**config.mk**
```make
export PLATFORM = sky130hd
export DESIGN_NAME = lcd_page_sequencer
export DESIGN_NICKNAME = d
export VERILOG_FILES = /design/src/rtl/lcd_pkg.sv /design/src/rtl/lcd_page_sequencer_writer.sv /design/src/rtl/lcd_page_sequencer.sv
export SDC_FILE = /design/constraint.sdc
export NUM_CORES = 1
export LEC_CHECK = 0
export ABC_AREA = 1
export CORE_AREA = 3 3 109 111
export DETAILED_ROUTE_END_ITERATION = 6
export DIE_AREA = 0 0 112 114
export PLACE_DENSITY_LB_ADDON = 0.3
export SLEW_MARGIN = 15
export SYNTH_ARGS = -nofsm -noshare
export SYNTH_HDL_FRONTEND = slang
export SYNTH_SLANG_ARGS = --single-unit
```
**constraint.sdc**
```tcl
create_clock -name fpga_clk_i -period 4.2 [get_ports fpga_clk_i]
set_input_delay 1.26 -clock fpga_clk_i [delete_from_list [all_inputs] [get_ports fpga_clk_i]]
set_output_delay 1.26 -clock fpga_clk_i [all_outputs]
set_load 0.05 [all_outputs]
```
**src/rtl/lcd_pkg.sv**
```systemverilog
// Shared types, LCD command bytes and page text ROM for the LCD page sequencer.
// Optional button debounce is enabled with LCD_BTN_DEBOUNCE_EN.
package lcd_pkg;

  typedef enum logic [3:0] {
    S_PWRUP,
    S_INIT,
    S_CLEAR,
    S_ADDR0,
    S_LINE0,
    S_ADDR1,
    S_LINE1,
    S_DONE,
    S_IDLE
  } lcd_state_e;

  typedef enum logic [1:0] {
    W_IDLE,
    W_SETUP,
    W_EN,
    W_WAIT
  } wr_state_e;

  typedef enum logic [1:0] {
    EV_NONE,
    EV_NEXT,
    EV_PREV,
    EV_OK
  } lcd_ev_e;

  localparam logic [7:0] LCD_CMD_FUNC  = 8'h38;
  localparam logic [7:0] LCD_CMD_DISP  = 8'h0C;
  localparam logic [7:0] LCD_CMD_ENTRY = 8'h06;
  localparam logic [7:0] LCD_CMD_CLEAR = 8'h01;
  localparam logic [7:0] LCD_ADDR_L0   = 8'h80;
  localparam logic [7:0] LCD_ADDR_L1   = 8'hC0;

  function automatic logic [7:0] hex_char(
    input logic [3:0] v
  );
    logic [7:0] c;
    c = {4'h0, v};
    return (v < 4'd10) ? 8'h30 + c : 8'h37 + c;
  endfunction

  // '?' in a row template is replaced by the page number in hex
  function automatic logic [7:0] page_char(
    input logic [3:0] page,
    input logic       line,
    input logic [3:0] col
  );
    logic [127:0] row;
    logic [7:0]   c;
    row = line ? "LCD SEQUENCER P?" : "PAGE ?          ";
    c = row[8*(15-int'(col)) +: 8];
    if (c == 8'h3F) c = hex_char(page);
    return c;
  endfunction

endpackage

```
**src/rtl/lcd_page_sequencer_writer.sv**
```systemverilog
// Timed HD44780 byte writer: setup cycle, E pulse, then settle wait.
// Settle time is longer after the clear command.
module lcd_bus_writer
  import lcd_pkg::*;
#(
  parameter int EN_PULSE_CYC   = 12,
  parameter int CMD_WAIT_CYC   = 2000,
  parameter int CLEAR_WAIT_CYC = 80000
) (
  input  logic       clk,
  input  logic       rst,
  input  logic       wr_valid,
  output logic       wr_ready,
  input  logic [7:0] wr_data,
  input  logic       wr_rs,
  output logic [7:0] lcd_data,
  output logic       lcd_rs,
  output logic       lcd_en
);

  localparam int WMAX = (CLEAR_WAIT_CYC > CMD_WAIT_CYC) ?
                        CLEAR_WAIT_CYC : CMD_WAIT_CYC;
  localparam int CMAX = (WMAX > EN_PULSE_CYC) ? WMAX : EN_PULSE_CYC;
  localparam int CW   = $clog2(CMAX + 1);

  wr_state_e       st;
  wr_state_e       st_n;
  logic [CW-1:0]   cnt;
  logic [CW-1:0]   wait_last;
  logic            is_clr;

  assign wait_last = is_clr ? CW'(CLEAR_WAIT_CYC - 1)
                            : CW'(CMD_WAIT_CYC - 1);

  always_ff @(posedge clk) begin
    if (rst) st <= W_IDLE;
    else     st <= st_n;
  end

  always_comb begin
    st_n = st;
    unique case (st)
      W_IDLE:  if (wr_valid) st_n = W_SETUP;
      W_SETUP: st_n = W_EN;
      W_EN:    if (cnt == CW'(EN_PULSE_CYC - 1)) st_n = W_WAIT;
      W_WAIT:  if (cnt == wait_last) st_n = W_IDLE;
      default: st_n = W_IDLE;
    endcase
  end

  always_comb begin
    wr_ready = (st == W_IDLE);
    lcd_en   = (st == W_EN);
  end

  always_ff @(posedge clk) begin
    if (rst) begin
      cnt      <= '0;
      lcd_data <= '0;
      lcd_rs   <= 1'b0;
      is_clr   <= 1'b0;
    end else begin
      if (st_n != st || st == W_IDLE) cnt <= '0;
      else                            cnt <= cnt + 1'b1;
      if (st == W_IDLE && wr_valid) begin
        lcd_data <= wr_data;
        lcd_rs   <= wr_rs;
        is_clr   <= !wr_rs && (wr_data == LCD_CMD_CLEAR);
      end
    end
  end

endmodule

```
**src/rtl/lcd_page_sequencer.sv**
```systemverilog
// Page FSM: LCD init, page rendering and button-driven paging.
// Define LCD_BTN_DEBOUNCE_EN to debounce the buttons.
module lcd_page_sequencer
  import lcd_pkg::*;
#(
  parameter int POWERUP_CYC    = 750000,
  parameter int EN_PULSE_CYC   = 12,
  parameter int CMD_WAIT_CYC   = 2000,
  parameter int CLEAR_WAIT_CYC = 80000,
  parameter int NUM_PAGES      = 4,
  parameter int DEBOUNCE_CYC   = 500000,
  localparam int PW            = $clog2(NUM_PAGES)
) (
  input  logic          fpga_clk_i,
  input  logic          fpga_reset_i,
  input  logic          button_next_i,
  input  logic          button_prev_i,
  input  logic          button_ok_i,
  output logic          valid_o,
  output logic          busy_o,
  output logic [PW-1:0] page_o,
  output logic [7:0]    lcd_data_o,
  output logic          lcd_rs_o,
  output logic          lcd_enable_o
);

  localparam int PCW = $clog2(POWERUP_CYC + 1);

  lcd_state_e     state;
  lcd_state_e     state_n;
  lcd_ev_e        ev;
  lcd_ev_e        pend;
  lcd_ev_e        apply_ev;
  logic [PW-1:0]  page;
  logic [PCW-1:0] pw_cnt;
  logic [4:0]     idx;
  logic [2:0]     sync1;
  logic [2:0]     sync2;
  logic [2:0]     stab;
  logic [2:0]     stab_d;
  logic [2:0]     rise;
  logic           wr_valid;
  logic           wr_ready;
  logic           wr_acc;
  logic [7:0]     wr_data;
  logic           wr_rs;

  always_ff @(posedge fpga_clk_i) begin
    if (fpga_reset_i) begin
      sync1  <= '0;
      sync2  <= '0;
      stab_d <= '0;
    end else begin
      sync1  <= {button_ok_i, button_prev_i, button_next_i};
      sync2  <= sync1;
      stab_d <= stab;
    end
  end

`ifdef LCD_BTN_DEBOUNCE_EN
  localparam int DW = $clog2(DEBOUNCE_CYC + 1);
  logic [DW-1:0] db_cnt [3];

  // a button level is accepted only after DEBOUNCE_CYC equal samples
  always_ff @(posedge fpga_clk_i) begin
    if (fpga_reset_i) begin
      stab <= '0;
      for (int i = 0; i < 3; i++) db_cnt[i] <= '0;
    end else begin
      for (int i = 0; i < 3; i++) begin
        if (sync2[i] == stab[i]) begin
          db_cnt[i] <= '0;
        end else if (db_cnt[i] == DW'(DEBOUNCE_CYC - 1)) begin
          stab[i]   <= sync2[i];
          db_cnt[i] <= '0;
        end else begin
          db_cnt[i] <= db_cnt[i] + 1'b1;
        end
      end
    end
  end
`else
  assign stab = sync2;
`endif

  assign rise = stab & ~stab_d;

  always_comb begin
    ev = EV_NONE;
    if (rise[0] && !rise[1])      ev = EV_NEXT;
    else if (rise[1] && !rise[0]) ev = EV_PREV;
    else if (rise[2])             ev = EV_OK;
  end

  always_comb begin
    apply_ev = EV_NONE;
    if (state == S_IDLE)
      apply_ev = (pend != EV_NONE) ? pend : ev;
  end

  assign wr_acc = wr_valid && wr_ready;

  always_ff @(posedge fpga_clk_i) begin
    if (fpga_reset_i) state <= S_PWRUP;
    else              state <= state_n;
  end

  always_comb begin
    state_n = state;
    unique case (state)
      S_PWRUP:
        if (pw_cnt == PCW'(POWERUP_CYC - 1)) state_n = S_INIT;
      S_INIT:  if (wr_acc && idx == 5'd2) state_n = S_CLEAR;
      S_CLEAR: if (wr_acc) state_n = S_ADDR0;
      S_ADDR0: if (wr_acc) state_n = S_LINE0;
      S_LINE0: if (wr_acc && idx == 5'd15) state_n = S_ADDR1;
      S_ADDR1: if (wr_acc) state_n = S_LINE1;
      // last char must finish its settle time before reporting done
      S_LINE1: if (idx == 5'd16 && wr_ready) state_n = S_DONE;
      S_DONE:  state_n = S_IDLE;
      S_IDLE:  if (apply_ev != EV_NONE) state_n = S_CLEAR;
      default: state_n = S_PWRUP;
    endcase
  end

  always_comb begin
    wr_valid = 1'b0;
    wr_data  = '0;
    wr_rs    = 1'b0;
    valid_o  = (state == S_DONE);
    busy_o   = (state != S_IDLE);
    unique case (state)
      S_INIT: begin
        wr_valid = 1'b1;
        unique case (idx)
          5'd0:    wr_data = LCD_CMD_FUNC;
          5'd1:    wr_data = LCD_CMD_DISP;
          default: wr_data = LCD_CMD_ENTRY;
        endcase
      end
      S_CLEAR: begin
        wr_valid = 1'b1;
        wr_data  = LCD_CMD_CLEAR;
      end
      S_ADDR0: begin
        wr_valid = 1'b1;
        wr_data  = LCD_ADDR_L0;
      end
      S_LINE0: begin
        wr_valid = 1'b1;
        wr_rs    = 1'b1;
        wr_data  = page_char(4'(page), 1'b0, idx[3:0]);
      end
      S_ADDR1: begin
        wr_valid = 1'b1;
        wr_data  = LCD_ADDR_L1;
      end
      S_LINE1: begin
        wr_valid = !idx[4];
        wr_rs    = 1'b1;
        wr_data  = page_char(4'(page), 1'b1, idx[3:0]);
      end
      default: ;
    endcase
  end

  always_ff @(posedge fpga_clk_i) begin
    if (fpga_reset_i) begin
      page   <= '0;
      pend   <= EV_NONE;
      pw_cnt <= '0;
      idx    <= '0;
    end else begin
      case (apply_ev)
        EV_NEXT:
          page <= (page == PW'(NUM_PAGES - 1)) ? '0 : page + 1'b1;
        EV_PREV:
          page <= (page == '0) ? PW'(NUM_PAGES - 1) : page - 1'b1;
        default: ;
      endcase
      // one-deep pending slot, newest event wins
      if (state == S_IDLE && pend != EV_NONE) pend <= ev;
      else if (state != S_IDLE && ev != EV_NONE) pend <= ev;
      pw_cnt <= (state == S_PWRUP) ? pw_cnt + 1'b1 : '0;
      if (state_n != state) idx <= '0;
      else if (wr_acc)      idx <= idx + 1'b1;
    end
  end

  assign page_o = page;

  lcd_bus_writer #(
    .EN_PULSE_CYC  (EN_PULSE_CYC),
    .CMD_WAIT_CYC  (CMD_WAIT_CYC),
    .CLEAR_WAIT_CYC(CLEAR_WAIT_CYC)
  ) u_writer (
    .clk     (fpga_clk_i),
    .rst     (fpga_reset_i),
    .wr_valid(wr_valid),
    .wr_ready(wr_ready),
    .wr_data (wr_data),
    .wr_rs   (wr_rs),
    .lcd_data(lcd_data_o),
    .lcd_rs  (lcd_rs_o),
    .lcd_en  (lcd_enable_o)
  );

endmodule
```
==> reports/metrics.cfg <==
[status]
status = completed

[route]
detail-route-antenna-nets = 0
viasPerCell = 4.70
dr_total_vias = 3439
drc = 0
wl_per_cell_um = 11.4
wl_um = 8340
first_pass_iters = 5
first_iter_violations = 195

[cts]
clk_pin_slew_worst_paths_ps = 70
clkLatencyLatePin_ps = 350
cts_made_buffers = 9
cts_tree = built
holdBufCountCts = 0
h-tree-depth = 3
root_buffer = clkbuf_8
cts_resized = 0
clock-sinks = 71
clock_path_buffers = 2
postCtsSetupBuffers = 0

[sta]
finalCritPeriodShare = 0.820
fin_crit_ps = 3440
slew_headroom = 0.597
hold_viol_final = 0
fin_worst_skew_ps = 8.24
tns_ps = 0
rsz0062_at_grt = no
drv_slew = 0
worst_pin_slew_ps = 600
fmax_mhz = 290
finalSetupViolCount = 0

[placed_design]
numPortBuffers = 18
dp.cells = 717
dpl-instance-area_sq_um = 4170
routabilityCongestion = 0.884
hpwl_um = 6250

[floorplan]
core_area_sq_um = 10900
io_pins = 19
die_h_um = 114
die_w_um = 112
start_util = 0.353
rows = 38
die_area_sq_um = 12800

[logic_synthesis]
synth_cell_types = 41
synthArstFlopShare = 0
synth_edf_count = 0
ys_warn_count = 0
syn-num-nets = 583
synthFlopType = dfxtp_1
syn_area_per_cell_sq_um = 6.80
synth_cells = 565
netlist_top_cells_area = dfxtp_1 37%, nand2_1 10%, nor2_1 9.7%
netlist.area_leader.share = 0.370
yosysMostFrequentCell = nand2_1
syn_area_sq_um = 3840
netlist.top_cell.by_area = dfxtp_1
synth_common_cells = 104 x nand2_1, 99 x nor2_1, 98 x inv_1
ys_ff_latch = 71
ys_seq_area_frac = 0.370

[layout]
seq_area_sq_um = 1420
multi_input_area_sq_um = 2000
num-nets-final = 606
stdcell_count = 732
drive_gt1_frac = 0.0726
final_core_util = 0.403
area_growth_pct = 14.1
antenna_cells = 0
stdcell_area_sq_um = 4380
fill_cells = 1126

[critical_path]
cp-start-kind = flip-flop
r2r_end = idx[1]$_SDFFE_PP0P_
r2r_slack_ps = 1930
critPathArrivalTime_ps = 2180
cp_data_required_time_ps = 2940
rr_worst_depth = 13
crit_path_end_kind = output port
reg2reg_from = state[0]$_SDFF_PP0_
cp_max_fo = 5
path_class = reg -> out

[global_routing]
grt_pass1_vias = 3335
grtUsageTotal = 0.137
overflow = 0
antenna_found_initial = 0
grt_pass1_wl_um = 14600
grt_max_degree = 19

[power_and_ir_drop]
total_power_mw = 1.32
p_per_area_nw_per_um2 = 302
p_leak_nw = 1.76
ir_drop_v = 0.000219

[run]
drv_cap = 0

[worst_hold_path]
hold_path_class = reg -> reg
hold_end = stab[0]$_SDFF_PP0_
min-delay-start = sync1[0]$_SDFF_PP0_
min_path_cells = 2

## flip-flops by register name (all words and copies together), names as in the netlist
signal and count:
stab 3, page_o 2, pw_cnt 20, state 4, pend 2, u_writer.cnt 17
u_writer.st 2, u_writer.lcd_data 8, idx 5, u_writer.is_clr 1, stab_d 3, u_writer.lcd_rs 1
sync1 3
## logic make-up (layout without fill, tap and decap cells)
kind of cell             Yosys count  in the layout  synth area share
AND/OR/NAND/NOR                  288            288             0.337
buffers and inverters            108            135             0.109
flip-flops                        71             71             0.370
AO/OA/AOI/OAI                     64             64            0.0938
XOR/XNOR                          21             21            0.0479
adder cells (fa/ha/maj)           13             13            0.0423
## layout make-up
class | instances | share of cell area
inverters | 101 | 0.0865
clock inverters | 5 | 0.0186
repair buffers | 19 | 0.0428
clock buffers | 10 | 0.0314
well taps | 140 | 0.0400
multi-input cells | 386 | 0.457
flip-flops and latches | 71 | 0.324
## critical path: stages (launching register included)
cell and delay (ps):
dfxtp_1 340, inv_1 120, nand2_1 100, nor3_1 380, inv_1 170, clkdlybuf4s50_1 730
## through the flow
stage | hold WS, ps | worst slack (ps)
6_report | 405 | 755
5_1_grt | 441 | 547
4_1_cts | 409 | 718
3_5_place_dp | 396 | 1090
3_3_place_gp | 398 | 1150
2_1_floorplan | 388 | 1740
## routing by layer
metal | vias up | GRT usage | part of all wire
li1 | 1820 | - | -
met4 | 0 | 0.0345 | 0.016
met2 | 52 | 0.248 | 0.50
met3 | 9 | 0.0371 | 0.037
met5 | - | 0 | 0
met1 | 1558 | 0.162 | 0.45
## report_power, final
part	leakage, nW	switching [mW]	total (mW)	internal (mW)
clock	0.109	0.263	0.611	0.348
combinational	1.08	0.0176	0.0289	0.0112
sequential	0.574	0.00442	0.684	0.680
total	1.76	0.285	1.32	1.04
## layout by cell type, fill, tap and decap left out, drive strengths merged, types with 8 or more instances in the layout
master | netlist | layout
dfxtp | 71 | 71
nor2 | 105 | 105
nor3 | 18 | 18
ha | 13 | 13
o21ai | 23 | 23
a21oi | 23 | 23
a31oi | 8 | 8
clkbuf | 3 | 10
clkdlybuf4s50 | 0 | 18
nand2 | 110 | 110
inv | 101 | 102
nand4 | 10 | 10
nand3 | 34 | 34
xor2 | 18 | 18
## worst max path at each step
| stage | depth (start not counted) | slack, ps | to | startpoint |
|---|---|---|---|---|
| after floorplan | 2 | 1740 | valid_o | state[1]$_SDFF_PP0_ |
| after global placement | 5 | 1150 | busy_o | state[0]$_SDFF_PP0_ |
| after detailed placement | 5 | 1090 | busy_o | state[0]$_SDFF_PP0_ |
| after CTS | 5 | 720 | busy_o | state[0]$_SDFF_PP0_ |
| after global routing | 5 | 550 | busy_o | state[0]$_SDFF_PP0_ |
| final | 5 | 760 | busy_o | state[0]$_SDFF_PP0_ |
Note: power is estimated with default switching activity, not from simulation.
